===== src/rtl/neuron_driver.sv =====
// Input-side sequencer for one MAC neuron: reads paired operands from two buffers,
// streams them into the MAC, flushes its output lag and returns the result on valid/ready.
// Optional bias beat is enabled by defining NEURON_DRIVER_BIAS_EN.
module neuron_driver #(
    parameter int WIDTH    = 8,
    parameter int VEC_LEN  = 3,
    parameter int INT_BITS = 2,
    parameter int ADDR_W   = (VEC_LEN > 1) ? $clog2(VEC_LEN) : 1
) (
    input  logic                     clk,
    input  logic                     reset,
    input  logic                     start,
    output logic                     busy,
    output logic                     rd_en,
    output logic [ADDR_W-1:0]        rd_addr,
    input  logic signed [WIDTH-1:0]  act_rdata,
    input  logic signed [WIDTH-1:0]  wt_rdata,
    output logic                     mac_clear,
    output logic                     mac_enable,
    output logic signed [WIDTH-1:0]  mac_a,
    output logic signed [WIDTH-1:0]  mac_b,
    input  logic signed [WIDTH-1:0]  mac_out,
`ifdef NEURON_DRIVER_BIAS_EN
    input  logic signed [WIDTH-1:0]  bias,
`endif
    output logic signed [WIDTH-1:0]  result,
    output logic                     result_valid,
    input  logic                     result_ready
);

    localparam int FRAC_BITS = WIDTH - INT_BITS;

    // With the bias beat the read stream starts one beat later, so the read index equals the beat.
`ifdef NEURON_DRIVER_BIAS_EN
    localparam int BEATS  = VEC_LEN + 1;
    localparam int RD_OFS = 0;
    localparam logic signed [WIDTH-1:0] ONE = WIDTH'(1 << FRAC_BITS);
`else
    localparam int BEATS  = VEC_LEN;
    localparam int RD_OFS = 1;
`endif

    localparam int CNT_W = $clog2(BEATS + 1);
    localparam logic [CNT_W-1:0] LAST_BEAT  = CNT_W'(BEATS - 1);
    localparam logic [CNT_W-1:0] READ_LIMIT = CNT_W'(VEC_LEN);

    localparam logic [2:0] S_IDLE    = 3'd0;
    localparam logic [2:0] S_CLEAR   = 3'd1;
    localparam logic [2:0] S_STREAM  = 3'd2;
    localparam logic [2:0] S_FLUSH   = 3'd3;
    localparam logic [2:0] S_CAPTURE = 3'd4;
    localparam logic [2:0] S_HOLD    = 3'd5;

    if (FRAC_BITS < 1 || VEC_LEN < 1) begin : g_bad_config
        $error("neuron_driver: INT_BITS must be below WIDTH and VEC_LEN at least 1");
    end

    logic [2:0]       state;
    logic [2:0]       state_next;
    logic [CNT_W-1:0] beat;
    logic [CNT_W-1:0] read_idx;

    assign read_idx     = beat + CNT_W'(RD_OFS);
    assign busy         = (state != S_IDLE);
    assign result_valid = (state == S_HOLD);

    always_comb begin
        state_next = state;
        case (state)
            S_IDLE:    if (start) state_next = S_CLEAR;
            S_CLEAR:   state_next = S_STREAM;
            S_STREAM:  if (beat == LAST_BEAT) state_next = S_FLUSH;
            S_FLUSH:   state_next = S_CAPTURE;
            S_CAPTURE: state_next = S_HOLD;
            S_HOLD:    if (result_ready) state_next = S_IDLE;
            default:   state_next = S_IDLE;
        endcase
    end

    // mac_clear is decoded from the next state so it leaves a flop cleanly during CLEAR.
    always_ff @(posedge clk or posedge reset) begin
        if (reset) begin
            state     <= S_IDLE;
            beat      <= '0;
            mac_clear <= 1'b0;
            result    <= '0;
        end else begin
            state     <= state_next;
            mac_clear <= (state_next == S_CLEAR);
            if (state == S_STREAM) beat <= beat + CNT_W'(1);
            else                   beat <= '0;
            if (state == S_CAPTURE) result <= mac_out;
        end
    end

`ifdef NEURON_DRIVER_BIAS_EN
    logic signed [WIDTH-1:0] bias_hold;

    always_ff @(posedge clk or posedge reset) begin
        if (reset)                 bias_hold <= '0;
        else if (state == S_CLEAR) bias_hold <= bias;
    end
`endif

    // Buffer read runs one beat ahead of the operands it feeds; FLUSH pushes zeros.
    always_comb begin
        rd_en      = 1'b0;
        rd_addr    = '0;
        mac_enable = 1'b0;
        mac_a      = '0;
        mac_b      = '0;
        case (state)
            S_CLEAR: rd_en = 1'(RD_OFS);
            S_STREAM: begin
                mac_enable = 1'b1;
                if (read_idx < READ_LIMIT) begin
                    rd_en   = 1'b1;
                    rd_addr = ADDR_W'(read_idx);
                end
`ifdef NEURON_DRIVER_BIAS_EN
                if (beat == '0) begin
                    mac_a = bias_hold;
                    mac_b = ONE;
                end else begin
                    mac_a = act_rdata;
                    mac_b = wt_rdata;
                end
`else
                mac_a = act_rdata;
                mac_b = wt_rdata;
`endif
            end
            S_FLUSH: mac_enable = 1'b1;
            default: ;
        endcase
    end

endmodule


===== config.mk =====
export PLATFORM = sky130hd
export DESIGN_NAME = neuron_driver
export DESIGN_NICKNAME = d
export VERILOG_FILES = /design/src/rtl/neuron_driver.sv
export SDC_FILE = /design/constraint.sdc
export NUM_CORES = 1
export LEC_CHECK = 0
export CAP_MARGIN = 40
export CORE_MARGIN = 2
export CORE_UTILIZATION = 36
export DETAILED_ROUTE_END_ITERATION = 10
export GPL_ROUTABILITY_DRIVEN = 0
export MAX_ROUTING_LAYER = met4
export PLACE_DENSITY = 0.85
export SETUP_SLACK_MARGIN = 0.05
export SYNTH_ARGS = -nofsm -noshare
export SYNTH_HDL_FRONTEND = slang
export SYNTH_SLANG_ARGS = --single-unit
export TNS_END_PERCENT = 30

===== constraint.sdc =====
create_clock -name clk -period 2.6 [get_ports clk]
set_input_delay 0.26 -clock clk [delete_from_list [all_inputs] [get_ports clk]]
set_output_delay 0.26 -clock clk [all_outputs]
set_load 0.05 [all_outputs]

==> key figures, run 1 <==
Die
  • # rows: 16
  • Die X: 50.8 um
  • Initial Util: 0.390
  • I/O pin total: 59
  • Die ar.: 0.00258 mm2
  • Chip Height: 50.8 um
  • Core Box Area: 0.00202 mm2

Clocking
  • Max clock buf depth: 2
  • H-tree levels: 1
  • CTS Root Cell: clkbuf_4
  • CTS Buf Count: 3
  • CTS Hold Bufs: 0
  • TritonCTS clock tree: built
  • Clock Sink Count: 14
  • Clk slew on worst S/H paths: 0.08 ns
  • Clock latency at the later pin of the worst-skew pair: 0.27 ns

Timing
  • Hold Vio Cnt, Final: 0
  • TNS Setup: 0 ns
  • PnR worst setup slack: 0.178 ns
  • Minimum clock period: 2.42 ns
  • Worst slew pin tran: 0.517 ns
  • Final setup viols: 0
  • Max Clk Rate: 413 MHz
  • Clock Skew: 0.00581 ns
  • Period utilization: 0.932
  • Slew headroom: 0.654
  • RSZ-0062 raised after global routing: true
  • Max-slew violation count: 0

Worst setup path
  • Crit path launch: state[1]
  • Critical path fanouts, max: 19
  • CP max-delay cell: clkdlybuf4s50_1
  • Setup crit end kind: primary output
  • Critical path, cell by cell: nor3b_4 > buf_12 > and2_1 > clkdlybuf4s50_1
  • FF-to-FF Start: state[2]
  • Critical path class: reg2out
  • Worst path max stage delay: 0.80 ns
  • CP required: 2.34 ns
  • Critical Path AT: 2.16 ns
  • Startpoint types: flop

Global routing
  • Gr ovfl total: 0
  • Vias in the first global route: 740
  • Largest net degree at the start of global routing: 20
  • Initial antenna violation count: 0
  • Global-route wire length before repair: 3150 um
  • Gr usage total: 0.166

Power
  • VDD IR max: 0.992 mV
  • Total power: 1870 uW
  • Sw Share: 0.517
  • Clock group share of total power: 0.081
  • Combinational Power Share: 0.698
  • Cell-internal power: 904 uW
  • PD cells: 1310 mW/mm2
  • Switching power: 968 uW
  • Seq pwr share: 0.221
  • Leakage power: 0.000620 uW

Final layout
  • Number of diodes: 0
  • Synthesis-to-finish area growth: 81.5%
  • Final nets: 163
  • Commonest non-fill, non-tap cells in the layout: 55 x clkdlybuf4s50_1, 19 x and2_1, 14 x dfrtp_1, 8 x mux2_2, 4 x inv_1
  • Leading cell type in the layout, fill and taps excluded: clkdlybuf4s50_1
  • Finished Cell Area: 0.00143 mm2
  • Layout cells sized above 1: 0.153
  • Fin cells: 158

Status
  • Status: finished clean

Synth
  • Mapped Area: 790 um2
  • Syn Area/Cell: 11.0 um2
  • Cell variety after synth: 23
  • Synthesized net count: 103
  • Sequential-to-total area share from yosys stat: 0.444
  • Yosys synthesis warning count: 0
  • Synthesized flop and latch total: 14
  • Post-Synthesis Cells: 72

Route
  • Wirelength per Cell: 12.3 um
  • Drt first pass iters: 1
  • DRT antenna net count: 0
  • Via Count: 723
  • DRC: 0
  • Initial drt markers: 0
  • Vias per cell: 4.58
  • Final WL: 1950 um

Hold path
  • Worst hold path type: in2async

Place
  • Pre-CTS setup slack: 0.294 ns
  • Placed Cells: 153
  • Post-DP Area: 0.00137 mm2
  • DP Wirelength: 1570 um
  • PortBufs: 58

Flow run
  • Max-cap violations: 0
==> synthesized netlist by cell type <==
master	number	area [um2]
a211o_1	1	8.76
a21oi_1	2	10.0
nor3_1	1	5.00
buf_6	1	11.3
a22o_1	1	8.76
clkbuf_1	1	3.75
dfrtp_1	14	350
and4bb_2	1	12.5
ha_1	3	37.5
inv_1	4	15.0
and2b_1	1	7.51
nand2_1	2	7.51
mux2_2	8	90.1
nor2_1	2	7.51
or3b_2	1	8.76
nand2b_1	2	12.5
nor3b_4	2	37.5
nor2b_1	1	6.26
and2_1	19	119
buf_2	2	10.0
and3_1	1	6.26
nor3b_1	1	7.51
or2_2	1	6.26
==> power groups by stage <==
stage	clock, uW	sequential [uW]	combinational (uW)
floorplan	0	611	688
global placement	0	407	1270
detailed placement	0	417	1280
CTS	154	414	1320
global route	166	429	1380
finish	152	413	1310
==> cell families after synthesis <==
group           count (synthesis)  share of synthesized area
simple gates                   35                      0.309
flops                          14                      0.444
fa+ha+maj                       3                     0.0475
compound gates                  4                     0.0349
buf+inv                         8                     0.0507
mux                             8                      0.114
==> repair_timing <==
action	in CTS	in global routing
gates resized for setup	0	1
buffers inserted	1	0
setup endpoints to repair	17	2
==> layout make-up <==
type | count | area (um2)
sequential | 14 | 350
multi-input combinational | 50 | 399
timing repair buffer | 59 | 598
tap | 27 | 33.8
inverter | 4 | 15.0
clock buffer | 4 | 36.3
fill | 164 | 589
==> state kept, by name (all words and copies together) (netlist names) <==
| signal | cells |
|---|---|
| result | 8 |
| state | 3 |
| beat | 2 |
| mac_clear | 1 |
==> critical path, delay by kind of cell (launching register included) <==
family | cells | cell delay, ns
buf+inv | 2 | 0.96
flops | 1 | 0.52
simple gates | 2 | 0.40
==> per-stage QoR <==
stage               utilization  hold WS, ns
global route              0.709        0.374
finish                    0.709        0.313
floorplan                     -        0.149
CTS                       0.707        0.335
global placement          0.679        0.458
detailed placement        0.679        0.463
==> path summary, 6_finish.rpt <==
check	end	cells after the start	slack (ns)
min in group clk	beat[0]	1	0.47
max in group asynchronous	result[7]	2	1.94
setup reg to reg	result[7]	2	1.07
hold / removal	result[6]	2	0.31
setup / recovery	mac_a[6]	4	0.18
hold reg to reg	beat[0]	1	0.47
==> per-layer routing <==
| layer | vias up | global-route usage | wire [um] |
|---|---|---|---|
| li1 | 354 | - | - |
| met1 | 321 | 0.169 | 732 |
| met2 | 46 | 0.296 | 972 |
| met3 | 2 | 0.0526 | 224 |
| met4 | 0 | 0.0676 | 19 |
| met5 | - | - | 0 |
Power figures use the tool's default switching activity.
==> run 2: changes to the inputs <==
--- a/config.mk
+++ b/config.mk
@@ -12,6 +12,7 @@
 export GPL_ROUTABILITY_DRIVEN = 0
 export MAX_ROUTING_LAYER = met4
 export PLACE_DENSITY = 0.85
+export REMOVE_ABC_BUFFERS = 1
 export SETUP_SLACK_MARGIN = 0.05
 export SYNTH_ARGS = -nofsm -noshare
 export SYNTH_HDL_FRONTEND = slang
==> constraint.sdc (replaced) <==
create_clock -name clk -period 2.8 [get_ports clk]
set_input_delay 0.28 -clock clk [delete_from_list [all_inputs] [get_ports clk]]
set_output_delay 0.28 -clock clk [all_outputs]
set_load 0.05 [all_outputs]
==> run 2 against run 1 <==
Clock power fell by 5%. Global-route usage down 0.30 points. Clock skew hardly changed. Critical path depth grew 1. Routed wire length shrank 1.1%. Cell area rose by 0.18%. Clock-buffer cell count did not move. Utilization grew 0.12 points. Flip-flop and latch count is the same. Total power is 6.7% lower. Non-clock buffer count stayed put. Sequential power is 7.0% lower. Largest cell class unchanged.
==> key figures, run 2 (same netlist as run 1, synthesis figures left out) <==
Status
  • Status: finished clean (unchanged)

Timing
  • PnR worst setup slack: 0.180 ns (was 0.178 ns)
  • Slew headroom: 0.648 (was 0.654)
  • Minimum clock period: 2.62 ns
  • RSZ-0062 raised after global routing: false (was true)
  • Max-slew violation count: 0 (unchanged)
  • TNS Setup: 0 ns (unchanged)
  • Max Clk Rate: 382 MHz
  • Final setup viols: 0 (unchanged)
  • Period utilization: 0.936
  • Hold Vio Cnt, Final: 0 (unchanged)
  • Clock Skew: 0.00547 ns (was 0.00581 ns)
  • Worst slew pin tran: 0.527 ns (was 0.517 ns)

Final layout
  • Number of diodes: 0 (unchanged)
  • Largest Register: result (unchanged)
  • Layout cells sized above 1: 0.137 (was 0.153)
  • Synthesis-to-finish area growth: 81.8% (was 81.5%)
  • Number of flip-flops under the largest register name: 8 (unchanged)
  • Leading cell type in the layout, fill and taps excluded: clkdlybuf4s50_1 (unchanged)
  • Final nets: 163 (unchanged)
  • Fill cells: 159 (was 164)
  • Commonest non-fill, non-tap cells in the layout: 58 x clkdlybuf4s50_1, 19 x and2_1, 14 x dfrtp_1, 8 x mux2_2, 4 x inv_1 (was 55 x clkdlybuf4s50_1, 19 x and2_1, 14 x dfrtp_1, 8 x mux2_2, 4 x inv_1)
  • Biggest regs: result: 8 flops, state: 3 flops, beat: 2 flops (unchanged)

Worst setup path
  • Critical path class: reg2out (unchanged)
  • R2R cell count: 2 (unchanged)
  • Critical Path AT: 2.34 ns (was 2.16 ns)
  • CP Depth: 5 (was 4)
  • Startpoint types: flop (unchanged)
  • Reg2Reg Setup Slack: 1.26 ns (was 1.07 ns)
  • Crit path launch: beat[0] (was state[1])
  • Worst path max stage delay: 0.81 ns (was 0.80 ns)
  • WP buf/inv: 2 (unchanged)
  • Critical path fanouts, max: 3 (was 19)
  • FF-to-FF Start: state[2] (unchanged)
  • Critical path, cell by cell: inv_1 > ha_1 > or3b_2 > a21oi_1 > clkdlybuf4s50_1 (was nor3b_4 > buf_12 > and2_1 > clkdlybuf4s50_1)
  • CP max-delay cell: clkdlybuf4s50_1 (unchanged)
  • Top delay family on crit path: buffers and inverters (unchanged)
  • Setup crit end kind: primary output (unchanged)
  • CP required: 2.52 ns (was 2.34 ns)
  • Critical Path End: rd_en (was mac_a[6])
  • Reg2reg end: result[7] (unchanged)

Die
  • # rows: 16 (unchanged)
  • I/O pin total: 59 (unchanged)
  • Die ar.: 0.00258 mm2 (unchanged)
  • Die X: 50.8 um (unchanged)
  • Core Box Area: 0.00202 mm2 (unchanged)
  • Initial Util: 0.390 (unchanged)
  • Chip Height: 50.8 um (unchanged)

Route
  • Drt first pass iters: 4 (was 1)
  • WL met2: 899 um (was 972 um)
  • M1 WL: 709 um (was 732 um)
  • Max Used Layer: met4 (unchanged)
  • Via Count: 734 (was 723)
  • DRT antenna net count: 0 (unchanged)
  • Initial drt markers: 3 (was 0)
  • Wirelength per Cell: 12.2 um (was 12.3 um)
  • Met3 wire len: 294 um (was 224 um)
  • DRC: 0 (unchanged)
  • Final WL: 1930 um (was 1950 um)
  • Vias per cell: 4.65 (was 4.58)

Clocking
  • CTS Hold Bufs: 0 (unchanged)
  • Clock latency at the later pin of the worst-skew pair: 0.28 ns (was 0.27 ns)
  • Max clock buf depth: 2 (unchanged)
  • CTS Root Cell: clkbuf_4 (unchanged)
  • TritonCTS clock tree: built (unchanged)
  • CTS Buf Count: 3 (unchanged)
  • Clock Sink Count: 14 (unchanged)
  • H-tree levels: 1 (unchanged)
  • Clk slew on worst S/H paths: 0.09 ns (was 0.08 ns)

Place
  • Pre-CTS setup slack: 0.450 ns (was 0.294 ns)
  • PortBufs: 58 (unchanged)
  • DP Wirelength: 1620 um (was 1570 um)

Global routing
  • Vias in the first global route: 730 (was 740)
  • Global-route wire length before repair: 3090 um (was 3150 um)
  • Gr ovfl total: 0 (unchanged)
  • Largest net degree at the start of global routing: 20 (unchanged)
  • Gr usage total: 0.163 (was 0.166)
  • Initial antenna violation count: 0 (unchanged)

Flow run
  • Max-cap violations: 0 (unchanged)

Power
  • VDD IR max: 0.761 mV (was 0.992 mV)
  • Leakage power: 0.000600 uW (was 0.000620 uW)
  • PD cells: 1220 mW/mm2 (was 1310 mW/mm2)
  • Total power: 1750 uW (was 1870 uW)

Hold path
  • Worst hold path type: in2async (unchanged)
==> run 2: cell types whose count changed in the layout (fill, tap and decap cells not counted) <==
cell and delta:
clkdlybuf4s50_1 +3, dlymetal6s2s_1 -1, buf_4 -2
==> run 2: power breakdown <==
part	switching, uW	internal [uW]	total (uW)
Combinational	745	471	1220
Sequential	90.3	294	384
Clock	66.2	79.1	145
==> run 2: metrics by stage <==
| step | instance area (um2) | hold WS [ns] | cells | util |
|---|---|---|---|---|
| after global placement | 1380 | 0.449 | 153 | 0.682 |
| after CTS | 1420 | 0.362 | 157 | 0.700 |
| after detailed placement | 1380 | 0.461 | 153 | 0.682 |
| final | 1440 | 0.343 | 158 | 0.710 |
| after global routing | 1440 | 0.398 | 158 | 0.710 |
| after floorplan | 764 | 0.169 | 68 | - |
==> run 2: cell type report <==
class                   instances  area (um2)  area share
clock buffers                   4        36.3      0.0253
inverters                       4        15.0      0.0105
multi-input cells              50         399       0.278
flip-flops and latches         14         350       0.244
well taps                      27        33.8      0.0235
repair buffers                 59         601       0.418
==> run 2: repair_timing <==
action                     in CTS  in global routing
setup buffers                   0                  1
hold endpoints to repair        0                  0
setup endpoints to repair       0                 18
gates resized for setup         0                  0
==> run 2: worst min path at each step <==
stage | startpoint | end | slack [ns] | cells past startpoint
5_1_grt | reset | result[1] | 0.40 | 2
6_report | reset | beat[0] | 0.34 | 2
4_1_cts | reset | result[1] | 0.36 | 2
3_5_place_dp | beat[0] | beat[0] | 0.46 | 1
2_1_floorplan | reset | beat[0] | 0.17 | 1
3_3_place_gp | beat[0] | beat[0] | 0.45 | 1
==> run 2: layer usage <==
layer,global-route usage,vias to the layer above
met3,0.0673,3
met1,0.156,326
met4,0.0676,0
li1,-,352
met5,-,-
met2,0.289,53
